--- src/rtl/stream_write_buffer_pkg.sv ---
`default_nettype none
// ============================================================================
// Module      : stream_write_buffer_pkg
// Description : Shared types and helpers for the stream write buffer slice.
//               Burst FSM state encoding, descriptor length width and the
//               FIFO occupancy-count width helper.
// Revision    : 1.0 - initial release
// ============================================================================
package stream_write_buffer_pkg;

    // Burst FSM states. The encoding values are fixed so they can be
    // matched against waveforms and debug probes.
    typedef enum logic [1:0] {
        ST_IDLE = 2'd0,
        ST_ADDR = 2'd1,
        ST_DATA = 2'd2
    } burst_state_t;

    // Internal burst length register width. A full burst can be 256 beats,
    // which needs 9 bits before the AXI beats-1 encoding is applied.
    localparam int c_len_w = 9;

    // AXI burst length field width (beats-1 encoding).
    localparam int c_axi_len_w = 8;

    // Occupancy count must represent 0..DEPTH inclusive, so it needs one bit
    // more than the pointer width.
    function automatic int count_width(input int addr_w);
        return addr_w + 1;
    endfunction

endpackage : stream_write_buffer_pkg
`default_nettype wire

--- src/rtl/stream_write_buffer_if.sv ---
`default_nettype none
// ============================================================================
// Module      : stream_write_buffer_if
// Description : AXI-style write path between the stream write buffer
//               (master) and the downstream AXI write engine (slave).
//               Carries the burst descriptor channel and the beat channel.
// Revision    : 1.0 - initial release
// ============================================================================
interface stream_write_buffer_if #(
    parameter int AXI_DATA_W = 64
);

    // Burst descriptor channel
    logic                  wr_burst_valid;
    logic                  wr_burst_ready;
    logic [7:0]            wr_burst_len;

    // Beat channel
    logic                  wr_data_valid;
    logic                  wr_data_ready;
    logic [AXI_DATA_W-1:0] wr_data;
    logic                  wr_data_last;

    modport master (
        output wr_burst_valid,
        output wr_burst_len,
        input  wr_burst_ready,
        output wr_data_valid,
        output wr_data,
        output wr_data_last,
        input  wr_data_ready
    );

    modport slave (
        input  wr_burst_valid,
        input  wr_burst_len,
        output wr_burst_ready,
        input  wr_data_valid,
        input  wr_data,
        input  wr_data_last,
        output wr_data_ready
    );

endinterface : stream_write_buffer_if
`default_nettype wire

--- src/rtl/stream_write_buffer_fifo.sv ---
`default_nettype none
// ============================================================================
// Module      : stream_fifo
// Description : Register-array first-word-fall-through FIFO with occupancy
//               count. The head word is presented combinationally from the
//               read pointer; pushes to a full FIFO and pops from an empty
//               FIFO are ignored.
// Revision    : 1.0 - initial release
// ============================================================================
module stream_fifo
    import stream_write_buffer_pkg::*;
#(
    parameter int DATA_W = 64,
    parameter int ADDR_W = 5
) (
    input  wire logic                            clk,
    input  wire logic                            reset,
    input  wire logic                            i_push,
    input  wire logic [DATA_W-1:0]               i_push_data,
    input  wire logic                            i_pop,
    output logic      [DATA_W-1:0]               o_head_data,
    output logic      [count_width(ADDR_W)-1:0]  o_count,
    output logic                                 o_full,
    output logic                                 o_empty
);

    localparam int c_depth = 2 ** ADDR_W;
    localparam int c_cnt_w = count_width(ADDR_W);

    logic [DATA_W-1:0]  r_mem [c_depth];
    logic [ADDR_W-1:0]  r_wr_ptr;
    logic [ADDR_W-1:0]  r_rd_ptr;
    logic [c_cnt_w-1:0] r_count;

    logic w_push_ok;
    logic w_pop_ok;

    assign o_full      = (r_count == c_cnt_w'(c_depth));
    assign o_empty     = (r_count == '0);
    assign w_push_ok   = i_push && !o_full;
    assign w_pop_ok    = i_pop && !o_empty;
    assign o_head_data = r_mem[r_rd_ptr];
    assign o_count     = r_count;

    // Storage write; the array holds no reset so it maps to plain flops.
    always_ff @(posedge clk) begin
        if (w_push_ok) begin
            r_mem[r_wr_ptr] <= i_push_data;
        end
    end

    // Pointers wrap naturally because DEPTH is a power of two.
    always_ff @(posedge clk or posedge reset) begin
        if (reset) begin
            r_wr_ptr <= '0;
            r_rd_ptr <= '0;
        end else begin
            if (w_push_ok) begin
                r_wr_ptr <= r_wr_ptr + 1'b1;
            end
            if (w_pop_ok) begin
                r_rd_ptr <= r_rd_ptr + 1'b1;
            end
        end
    end

    // Occupancy: a simultaneous push and pop leaves the count unchanged.
    always_ff @(posedge clk or posedge reset) begin
        if (reset) begin
            r_count <= '0;
        end else begin
            case ({w_push_ok, w_pop_ok})
                2'b10:   r_count <= r_count + 1'b1;
                2'b01:   r_count <= r_count - 1'b1;
                default: r_count <= r_count;
            endcase
        end
    end

endmodule : stream_fifo
`default_nettype wire

--- src/rtl/stream_write_buffer.sv ---
`default_nettype none
// ============================================================================
// Module      : stream_write_buffer
// Description : Absorbs the loopback stage's req/data write stream into a
//               FIFO and drains it onto the AXI write path as fixed-length
//               bursts. A flush drains any residue as one short burst.
//               stream_write_ready falls early enough to absorb the
//               producer's in-flight reqs.
// Revision    : 1.0 - initial release
// ============================================================================
module stream_write_buffer
    import stream_write_buffer_pkg::*;
#(
    parameter int AXI_DATA_W  = 64,
    parameter int FIFO_ADDR_W = 5,
    parameter int BURST_LEN   = 16,
    parameter int READY_SLACK = 2
) (
    input  wire logic                  clk,
    input  wire logic                  reset,

    // Stream write side (producer)
    output logic                       stream_write_ready,
    input  wire logic                  stream_write_req,
    input  wire logic [AXI_DATA_W-1:0] stream_write_data,

    // Flush control and status
    input  wire logic                  flush,
    output logic                       flush_done,
    output logic                       overflow,

    // AXI write path
    stream_write_buffer_if.master      wr_bus
);

    localparam int c_depth = 2 ** FIFO_ADDR_W;
    localparam int c_cnt_w = count_width(FIFO_ADDR_W);

    // FIFO status
    logic [c_cnt_w-1:0]    w_count;
    logic [AXI_DATA_W-1:0] w_head;
    logic                  w_full;
    logic                  w_empty;
    logic                  w_pop;

    // Burst FSM
    burst_state_t          r_state;
    burst_state_t          w_state_next;
    logic [c_len_w-1:0]    r_len;
    logic [c_len_w-1:0]    w_len_next;
    logic [c_len_w-1:0]    r_beat;
    logic [c_len_w-1:0]    w_beat_next;
    logic                  w_full_burst;
    logic                  w_last;

    logic                  r_overflow;

    // ------------------------------------------------------------------
    // FIFO
    // ------------------------------------------------------------------
    stream_fifo #(
        .DATA_W (AXI_DATA_W),
        .ADDR_W (FIFO_ADDR_W)
    ) u_fifo (
        .clk         (clk),
        .reset       (reset),
        .i_push      (stream_write_req),
        .i_push_data (stream_write_data),
        .i_pop       (w_pop),
        .o_head_data (w_head),
        .o_count     (w_count),
        .o_full      (w_full),
        .o_empty     (w_empty)
    );

    // ------------------------------------------------------------------
    // Producer flow control
    // ------------------------------------------------------------------
    // Ready drops while READY_SLACK entries are still free so the reqs
    // already in the producer's pipeline still find space.
    assign stream_write_ready = !reset &&
        ((c_cnt_w'(c_depth) - w_count) > c_cnt_w'(READY_SLACK));

    // Sticky overflow: a push landed on a full FIFO and the word was lost.
    always_ff @(posedge clk or posedge reset) begin
        if (reset) begin
            r_overflow <= 1'b0;
        end else if (stream_write_req && w_full) begin
            r_overflow <= 1'b1;
        end
    end

    assign overflow = r_overflow;

    // ------------------------------------------------------------------
    // Burst FSM
    // ------------------------------------------------------------------
    assign w_full_burst = (w_count >= c_cnt_w'(BURST_LEN));
    assign w_last       = (r_state == ST_DATA) && (r_beat == (r_len - c_len_w'(1)));
    assign w_pop        = (r_state == ST_DATA) && wr_bus.wr_data_ready;

    // State, latched length and beat counter registers.
    always_ff @(posedge clk or posedge reset) begin
        if (reset) begin
            r_state <= ST_IDLE;
            r_len   <= '0;
            r_beat  <= '0;
        end else begin
            r_state <= w_state_next;
            r_len   <= w_len_next;
            r_beat  <= w_beat_next;
        end
    end

    // Next-state logic: full bursts win over flush; a flush burst takes
    // the whole residue, which is always shorter than BURST_LEN here.
    always_comb begin
        w_state_next = r_state;
        w_len_next   = r_len;
        w_beat_next  = r_beat;
        case (r_state)
            ST_IDLE: begin
                if (w_full_burst) begin
                    w_state_next = ST_ADDR;
                    w_len_next   = c_len_w'(BURST_LEN);
                    w_beat_next  = '0;
                end else if (flush && !w_empty) begin
                    w_state_next = ST_ADDR;
                    w_len_next   = c_len_w'(w_count);
                    w_beat_next  = '0;
                end
            end
            ST_ADDR: begin
                if (wr_bus.wr_burst_ready) begin
                    w_state_next = ST_DATA;
                end
            end
            ST_DATA: begin
                if (w_pop) begin
                    if (w_last) begin
                        w_state_next = ST_IDLE;
                    end else begin
                        w_beat_next = r_beat + c_len_w'(1);
                    end
                end
            end
            default: begin
                w_state_next = ST_IDLE;
            end
        endcase
    end

    // ------------------------------------------------------------------
    // AXI write path outputs
    // ------------------------------------------------------------------
    assign wr_bus.wr_burst_valid = (r_state == ST_ADDR);
    assign wr_bus.wr_burst_len   = (r_state == ST_ADDR) ?
                                   c_axi_len_w'(r_len - c_len_w'(1)) : '0;
    assign wr_bus.wr_data_valid  = (r_state == ST_DATA);
    assign wr_bus.wr_data_last   = w_last;
    assign wr_bus.wr_data        = w_head;

    assign flush_done = !reset && flush && (r_state == ST_IDLE) && w_empty;

endmodule : stream_write_buffer
`default_nettype wire
--- src/flat_wrapper.sv ---
// flat-port wrapper written by rule: the top's interface ports become plain ports
module stream_write_buffer_flat import stream_write_buffer_pkg::*;
#(
    parameter int AXI_DATA_W  = 64,
    parameter int FIFO_ADDR_W = 5,
    parameter int BURST_LEN   = 16,
    parameter int READY_SLACK = 2
)
  (clk, reset, stream_write_ready, stream_write_req, stream_write_data, flush, flush_done, overflow, wr_bus_wr_burst_valid, wr_bus_wr_burst_len, wr_bus_wr_burst_ready, wr_bus_wr_data_valid, wr_bus_wr_data, wr_bus_wr_data_last, wr_bus_wr_data_ready);
  stream_write_buffer_if #(.AXI_DATA_W(AXI_DATA_W)) wr_bus_i ();
  input  wire logic clk;
  input  wire logic reset;
  output logic stream_write_ready;
  input  wire logic stream_write_req;
  input  wire logic [AXI_DATA_W-1:0] stream_write_data;
  input  wire logic flush;
  output logic flush_done;
  output logic overflow;
  output wire logic [$bits(wr_bus_i.wr_burst_valid)-1:0] wr_bus_wr_burst_valid;
  output wire logic [$bits(wr_bus_i.wr_burst_len)-1:0] wr_bus_wr_burst_len;
  input wire logic [$bits(wr_bus_i.wr_burst_ready)-1:0] wr_bus_wr_burst_ready;
  output wire logic [$bits(wr_bus_i.wr_data_valid)-1:0] wr_bus_wr_data_valid;
  output wire logic [$bits(wr_bus_i.wr_data)-1:0] wr_bus_wr_data;
  output wire logic [$bits(wr_bus_i.wr_data_last)-1:0] wr_bus_wr_data_last;
  input wire logic [$bits(wr_bus_i.wr_data_ready)-1:0] wr_bus_wr_data_ready;
  assign wr_bus_wr_burst_valid = wr_bus_i.wr_burst_valid;
  assign wr_bus_wr_burst_len = wr_bus_i.wr_burst_len;
  assign wr_bus_i.wr_burst_ready = wr_bus_wr_burst_ready;
  assign wr_bus_wr_data_valid = wr_bus_i.wr_data_valid;
  assign wr_bus_wr_data = wr_bus_i.wr_data;
  assign wr_bus_wr_data_last = wr_bus_i.wr_data_last;
  assign wr_bus_i.wr_data_ready = wr_bus_wr_data_ready;
  stream_write_buffer #(.AXI_DATA_W(AXI_DATA_W), .FIFO_ADDR_W(FIFO_ADDR_W), .BURST_LEN(BURST_LEN), .READY_SLACK(READY_SLACK)) u_core (.clk(clk), .reset(reset), .stream_write_ready(stream_write_ready), .stream_write_req(stream_write_req), .stream_write_data(stream_write_data), .flush(flush), .flush_done(flush_done), .overflow(overflow), .wr_bus(wr_bus_i));
endmodule
--- config.mk ---
export PLATFORM = sky130hd
export DESIGN_NAME = stream_write_buffer_flat
export DESIGN_NICKNAME = d
export VERILOG_FILES = /design/src/rtl/stream_write_buffer_pkg.sv /design/src/rtl/stream_write_buffer_if.sv /design/src/rtl/stream_write_buffer_fifo.sv /design/src/rtl/stream_write_buffer.sv /design/src/flat_wrapper.sv
export SDC_FILE = /design/constraint.sdc
export NUM_CORES = 2
export LEC_CHECK = 0
export BUFFER_PORTS_ARGS = -buffer_cell sky130_fd_sc_hd__buf_2
export CAP_MARGIN = 10
export CORE_ASPECT_RATIO = 1.75
export CORE_MARGIN = 1.5
export CORE_UTILIZATION = 60
export CTS_CLUSTER_DIAMETER = 60
export DETAILED_ROUTE_END_ITERATION = 6
export HOLD_SLACK_MARGIN = 0.06
export PLACE_DENSITY = 0.77
export SKIP_CTS_REPAIR_TIMING = 1
export SYNTH_ARGS = -nofsm -noshare
export SYNTH_HDL_FRONTEND = slang
export SYNTH_SLANG_ARGS = --single-unit
export TNS_END_PERCENT = 1
--- constraint.sdc ---
create_clock -name clk -period 6.6 [get_ports clk]
set_input_delay 0.99 -clock clk [delete_from_list [all_inputs] [get_ports clk]]
set_output_delay 0.99 -clock clk [all_outputs]
set_load 0.02 [all_outputs]
After elaboration in Yosys (flattened, before gate mapping):

Memories as Yosys holds them, arrays and structs flattened.
Index checks and enable logic that the tools add are counted.

* input port bits: 70
* memories kept: 1
* latch bits: 0
* register bits after elaboration: 37
* bits in read-only memories: 0
* word-level logic and storage cells: 66
* RAM bits: 2048

* shifts and indexed selects: 0
* mux-type cells: 17
* $mul: 0
* $add $sub $neg: 7
* order comparisons: 2
* eq/ne operators: 11
* reductions and logical operators: 21
* divide/modulo/power cells: 0
* bitwise logic cells: 0

Memories
* u_core.u_fifo.r_mem: words 32, width 64, rd ports 1, clocked after memory_dff 0, write ports 1, RTL line stream_write_buffer_fifo.sv:30 `logic [DATA_W-1:0] r_mem [c_depth];`

Operators by type and width (count)
* $mux W9: 6
* $pmux W9 S2: 1
* $pmux W6 S2: 1
* $add A5 B1 Y5 const B: 2
* $logic_and A1 B1 Y1: 10
* $mux W2: 5
* $add A9 B1 Y9 const B: 1
* $eq A9 B9 Y1: 1
* $sub A9 B1 Y9 const B: 1
* $mux W8: 1
* $reduce_and A4 Y1: 2
* $add A6 B1 Y6 const B: 1
* $eq A6 B6 Y1 const B: 1
* $ge A6 B5 Y1 const B: 1
* $gt A6 B2 Y1 const B: 1
* $logic_not A6 Y1: 1
* $ne A2 B1 Y1 const B: 3
* $pmux W2 S3: 1
* $reduce_bool A2 Y1: 3
* $sub A6 B1 Y6 const B: 1
* $sub A6 B6 Y6 const A: 1
* $eq A2 B1 Y1 const B: 2
* $eq A2 B2 Y1 const B: 2
* $logic_not A1 Y1: 3
* other kinds (5): 6

Depth between registers and ports, before layout:

* word-level depth: 6
* depth in mapped cells: 16
* gate-level depth less buffers: 13

Modules after synthesis:

Synthesis repeated with hierarchy kept, for this count alone.

* cells, all modules: 3697
* area total of the unflattened synthesis: 79889.1 sq um

Modules (own cells, without submodules)
* stream_fifo: area an instance 78567.9 sq um, times used 1, cells an instance 3544
* stream_write_buffer: area an instance 1321.3 sq um, times used 1, cells an instance 153

Worst setup path before layout:

Ideal clock, no wire load.

* path type: register -> register
* start: register u_core.u_fifo.r_count[1], in the netlist u_core.u_fifo.o_count[1]
* end: memory u_core.u_fifo.r_mem[31][0] (enable)
* library setup time: 0.487 ns
* period minus slack after synthesis: 5.081 ns
* buffers on the path: 2
* cell stages (with the launch flop): 9
* data arrival time: 4.595 ns
* setup slack: 1.519 ns
* data required time: 6.113 ns
* cell sequence: dfrtp_1 > clkbuf_1 > inv_1 > ha_1 > nor2b_1 > a31oi_1 > nand2_1 > clkbuf_1 > nor2_1

* word-level cells in the longest chain between the ends: 5

RTL lines
* start: declaration: RTL line stream_write_buffer_fifo.sv:33 `logic [c_cnt_w-1:0] r_count;`
* start signal: assignment: RTL line stream_write_buffer_fifo.sv:73 `2'b10: r_count <= r_count + 1'b1;`
* start signal: assignment: RTL line stream_write_buffer_fifo.sv:74 `2'b01: r_count <= r_count - 1'b1;`
* start signal: assignment: RTL line stream_write_buffer_fifo.sv:75 `default: r_count <= r_count;`
* $eq A6 B6 Y1: RTL line stream_write_buffer_fifo.sv:38 `assign o_full = (r_count == c_cnt_w'(c_depth));`
* $logic_not A1 Y1: RTL line stream_write_buffer_fifo.sv:40 `assign w_push_ok = i_push && !o_full;`
* $logic_and A1 B1 Y1: RTL line stream_write_buffer_fifo.sv:40
* $mux W1: RTL line stream_write_buffer_fifo.sv:47 `if (w_push_ok) begin`
* $mux W1 (not written as such): RTL line stream_write_buffer_fifo.sv:48 `r_mem[r_wr_ptr] <= i_push_data;`
* end: declaration: RTL line stream_write_buffer_fifo.sv:30

No other way between the ends.

Final worst setup path:

* start: register u_core.u_fifo.r_rd_ptr[0]
* end: output wr_bus_wr_data[10]

* word-level cells in the longest chain between the ends: 1

RTL lines
* start: declaration: RTL line stream_write_buffer_fifo.sv:32 `logic [ADDR_W-1:0] r_rd_ptr;`
* start signal: assignment: RTL line stream_write_buffer_fifo.sv:62 `r_rd_ptr <= r_rd_ptr + 1'b1;`
* $mem_v2 Z32 W64
* end: declaration: RTL line flat_wrapper.sv:23 `output wire logic [$bits(wr_bus_i.wr_data)-1:0] wr_bus_wr_data;`

No other way between the ends.

==> results.md <==
* Avg WL per Cell at 37.6 um
* ANT nets after route at 0
* Critical path arrival at 4.12 ns
* Worst path cell trace: buf_12 -> mux4_2 -> mux4_2 -> mux2_2 -> buf_2
* Fill cells at 7308
* Via Count at 37500
* Hold WS at 0.314 ns
* Clock sink count at 2082
* Data required time of the worst path at 5.61 ns
* Skew final at 0.0250 ns
* Sequential-to-total area share from yosys stat at 0.783
* Syn avg cell area at 24.9 um^2
* Period Utilization, post-route at 0.774
* WP depth at 5
* Finished Cell Area at 88900 um^2
* Synth Flop Type: edfxtp_1
* Status: completed
* Max cap viols at 0
* Layout Cells excl Fill at 5281
* Footprint of the multi-input gates at 16800 um^2
* First-pass iteration count of the detailed router at 5
* Top cell family by delay on the critical path: multiplexers
* Clock transition at path regs at 0.07 ns
* Power share of the combinational group at 0.288
* Cell area after synthesis at 79600 um^2
* Residual DRC at 0
* Post-DP Area at 83100 um^2
* Largest net degree at the start of global routing at 105
* TNS Setup at 0 ns
* First-pass GRT wire length at 284 mm
* Die X at 278 um
* Vias per cell at 7.10
* Num CTS Buffers at 170
* Startpoint Class: register
* Drt total wl at 198 mm
* Synth warn at 0
* Area grow syn2layout at 11.7%
* Final setup viols at 0
* Worst rel slew slack at 0.105
* #FFs+latches synth at 2082
* CP peak stage delay at 1.10 ns
* Post-synth ARST share at 0.0163
* Reg power frac at 0.430
* Grt ovf at 0
* CP startpoint: u_core.u_fifo.r_rd_ptr[0]$_DFFE_PP0P_
* Vias in the first global route at 39000
* Initial antenna violation count at 21
* Root Driver: clkbuf_16
* Die area at 135000 um^2
* Cell Int Power at 26.3 mW
* I/O pin cnt at 148
* Final #Nets at 3523
* Register-to-Register Setup Slack at 1.87 ns
* Reg area at 62400 um^2
* Setup crit end kind: output port
* Fin util at 0.676
* Worst reg2reg path depth at 7
* P_sw at 11.0 mW
* Clock Power Share at 0.283
* H-tree Lvls at 4
* Clk buf depth at 3
* Number of flops mapped to enable cells by yosys at 2048
* I/O Buffers at 147
* Actual slew at the worst max-slew pin at 1.34 ns
* Worst path slowest cell: dfrtp_4
* Fin crit period at 5.11 ns
* Hold crit path type: in2async
* Starting Density at 0.606
* Worst path most repeated cell: mux4_2
* Crit-path max FO at 56
* DR iter-0 viols at 4905
* Core area at 131000 um^2
* Switching share of power at 0.294
* R2R Path End: u_core.u_fifo.r_mem[27][41]$_DFFE_PP_
* Worst vdd ir at 0.287 mV
* Synth unique cells at 51
* Slew Limit Fails at 0
* Post-Synthesis Cells at 3194
* Crit Path Class: reg2out
* Dpl cells at 4960
* Final Wtd Congestion at 0.806
* Detailed placement HPWL at 97.5 mm
* Skew-Pair Late Insertion Delay at 0.80 ns
* Share of layout cells above drive strength 1 at 0.348
* Syn Nets at 3276
* Buf/Inv on CP at 2
* CTS tree: built
* Site row count at 176
* GRT Util Overall at 0.301
* FF-to-FF Start: u_core.u_fifo.o_count[1]$_DFFE_PP0P_
* Peak Freq at 196 MHz
* Pwr per Cell Area at 420 nW/um^2
* Unrepaired setup endpoints after global routing: false
* Hold Vio Cnt, Final at 0
* LEAKAGE at 27.6 nW
* Die Ht at 485 um
-- flip-flops by register name, summed over array words and instances, names as in the netlist --
signal,flops
u_core.r_state,2
u_core.u_fifo.r_wr_ptr,5
u_core.r_beat,9
u_core.r_len,6
u_core.u_fifo.o_count,6
u_core.u_fifo.r_mem,2048
u_core.overflow,1
u_core.u_fifo.r_rd_ptr,5
-- synth_stat cells, types with 2 or more instances --
cell	n	area share
a21o_1	2	0.00019
nor4_1	3	0.00024
mux2_2	66	0.0093
nand2b_1	3	0.00024
xnor2_1	15	0.0017
buf_1	50	0.0024
nor3_1	6	0.00038
mux2i_1	2	0.00025
a22o_1	3	0.00033
or3b_2	2	0.00022
o2111a_1	2	0.00028
dfrtp_1	34	0.011
mux4_2	640	0.18
inv_1	13	0.00061
buf_2	4	0.00025
clkbuf_1	115	0.0054
nor2_1	51	0.0024
nor2b_1	6	0.00047
or3_1	7	0.00055
edfxtp_1	2048	0.77
xor2_1	11	0.0012
o21ai_0	18	0.0011
nand3b_1	5	0.00047
a21oi_1	10	0.00063
and2_1	2	0.00016
ha_1	12	0.0019
o31ai_1	4	0.00038
a22oi_1	3	0.00028
nand4_1	8	0.00063
a41o_1	2	0.00025
nand3_1	5	0.00031
nand2_1	23	0.0011
-- placed cells by master, fill, tap and decap left out, types with 13 or more instances in the layout --
cell type	n
clkbuf_16	177
xnor2_1	15
o21ai_0	18
edfxtp_1	2048
clkinv_1	40
bufinv_16	24
buf_4	71
clkbuf_1	21
buf_12	26
clkinvlp_4	13
mux2_2	66
nand2_1	23
nor2_1	19
mux4_2	640
clkinv_2	24
inv_1	13
dfrtp_1	29
nor2_4	32
buf_2	148
-- power by group through the flow --
stage                     logic (mW)  registers (mW)  clock network (mW)
final                           10.7            16.0                10.5
after global routing            11.2            16.1                11.1
after CTS                       10.8            16.0                10.6
after detailed placement        10.6            16.3                   0
after global placement          10.3            16.2                   0
after floorplan                 7.61            15.8                   0
-- worst max-delay path by stage --
| stage | slack (ns) | endpoint |
|---|---|---|
| 2_1_floorplan | 1.52 | u_core.u_fifo.r_mem[31][0]$_DFFE_PP_ |
| 3_3_place_gp | 2.05 | u_core.u_fifo.r_mem[18][33]$_DFFE_PP_ |
| 3_5_place_dp | 2.03 | u_core.u_fifo.r_mem[27][43]$_DFFE_PP_ |
| 4_1_cts | 1.39 | wr_bus_wr_data[60] |
| 5_1_grt | 1.32 | wr_bus_wr_data[6] |
| 6_report | 1.49 | wr_bus_wr_data[10] |
-- layout make-up --
cell class,count,share of cell area
antenna,7,0.000197
clock buffer,198,0.0507
clock inverter,116,0.0142
inverter,13,0.000549
multi-input combinational,929,0.189
sequential,2082,0.701
tap,1691,0.0238
timing repair buffer,245,0.0202
-- routing by layer --
metal	GRT usage	routed length, um	vias up
li1	-	-	14300
met1	0.383	66800	20000
met2	0.521	105000	2686
met3	0.0528	18100	487
met4	0.119	8160	22
met5	0	137	-
-- cell families after synthesis --
group / share of synthesized area
buf+inv: 0.00879
fa+ha+maj: 0.00189
xor+xnor: 0.00286
simple gates: 0.00791
compound gates: 0.00472
flops: 0.783
mux: 0.191
-- through the flow --
| step | setup WS, ns | total power, mW |
|---|---|---|
| floorplan | 1.52 | 23.5 |
| global placement | 2.05 | 26.5 |
| detailed placement | 2.03 | 26.8 |
| CTS | 1.39 | 37.5 |
| global route | 1.32 | 38.3 |
| finish | 1.49 | 37.3 |
(Power assumes the default switching activity.)
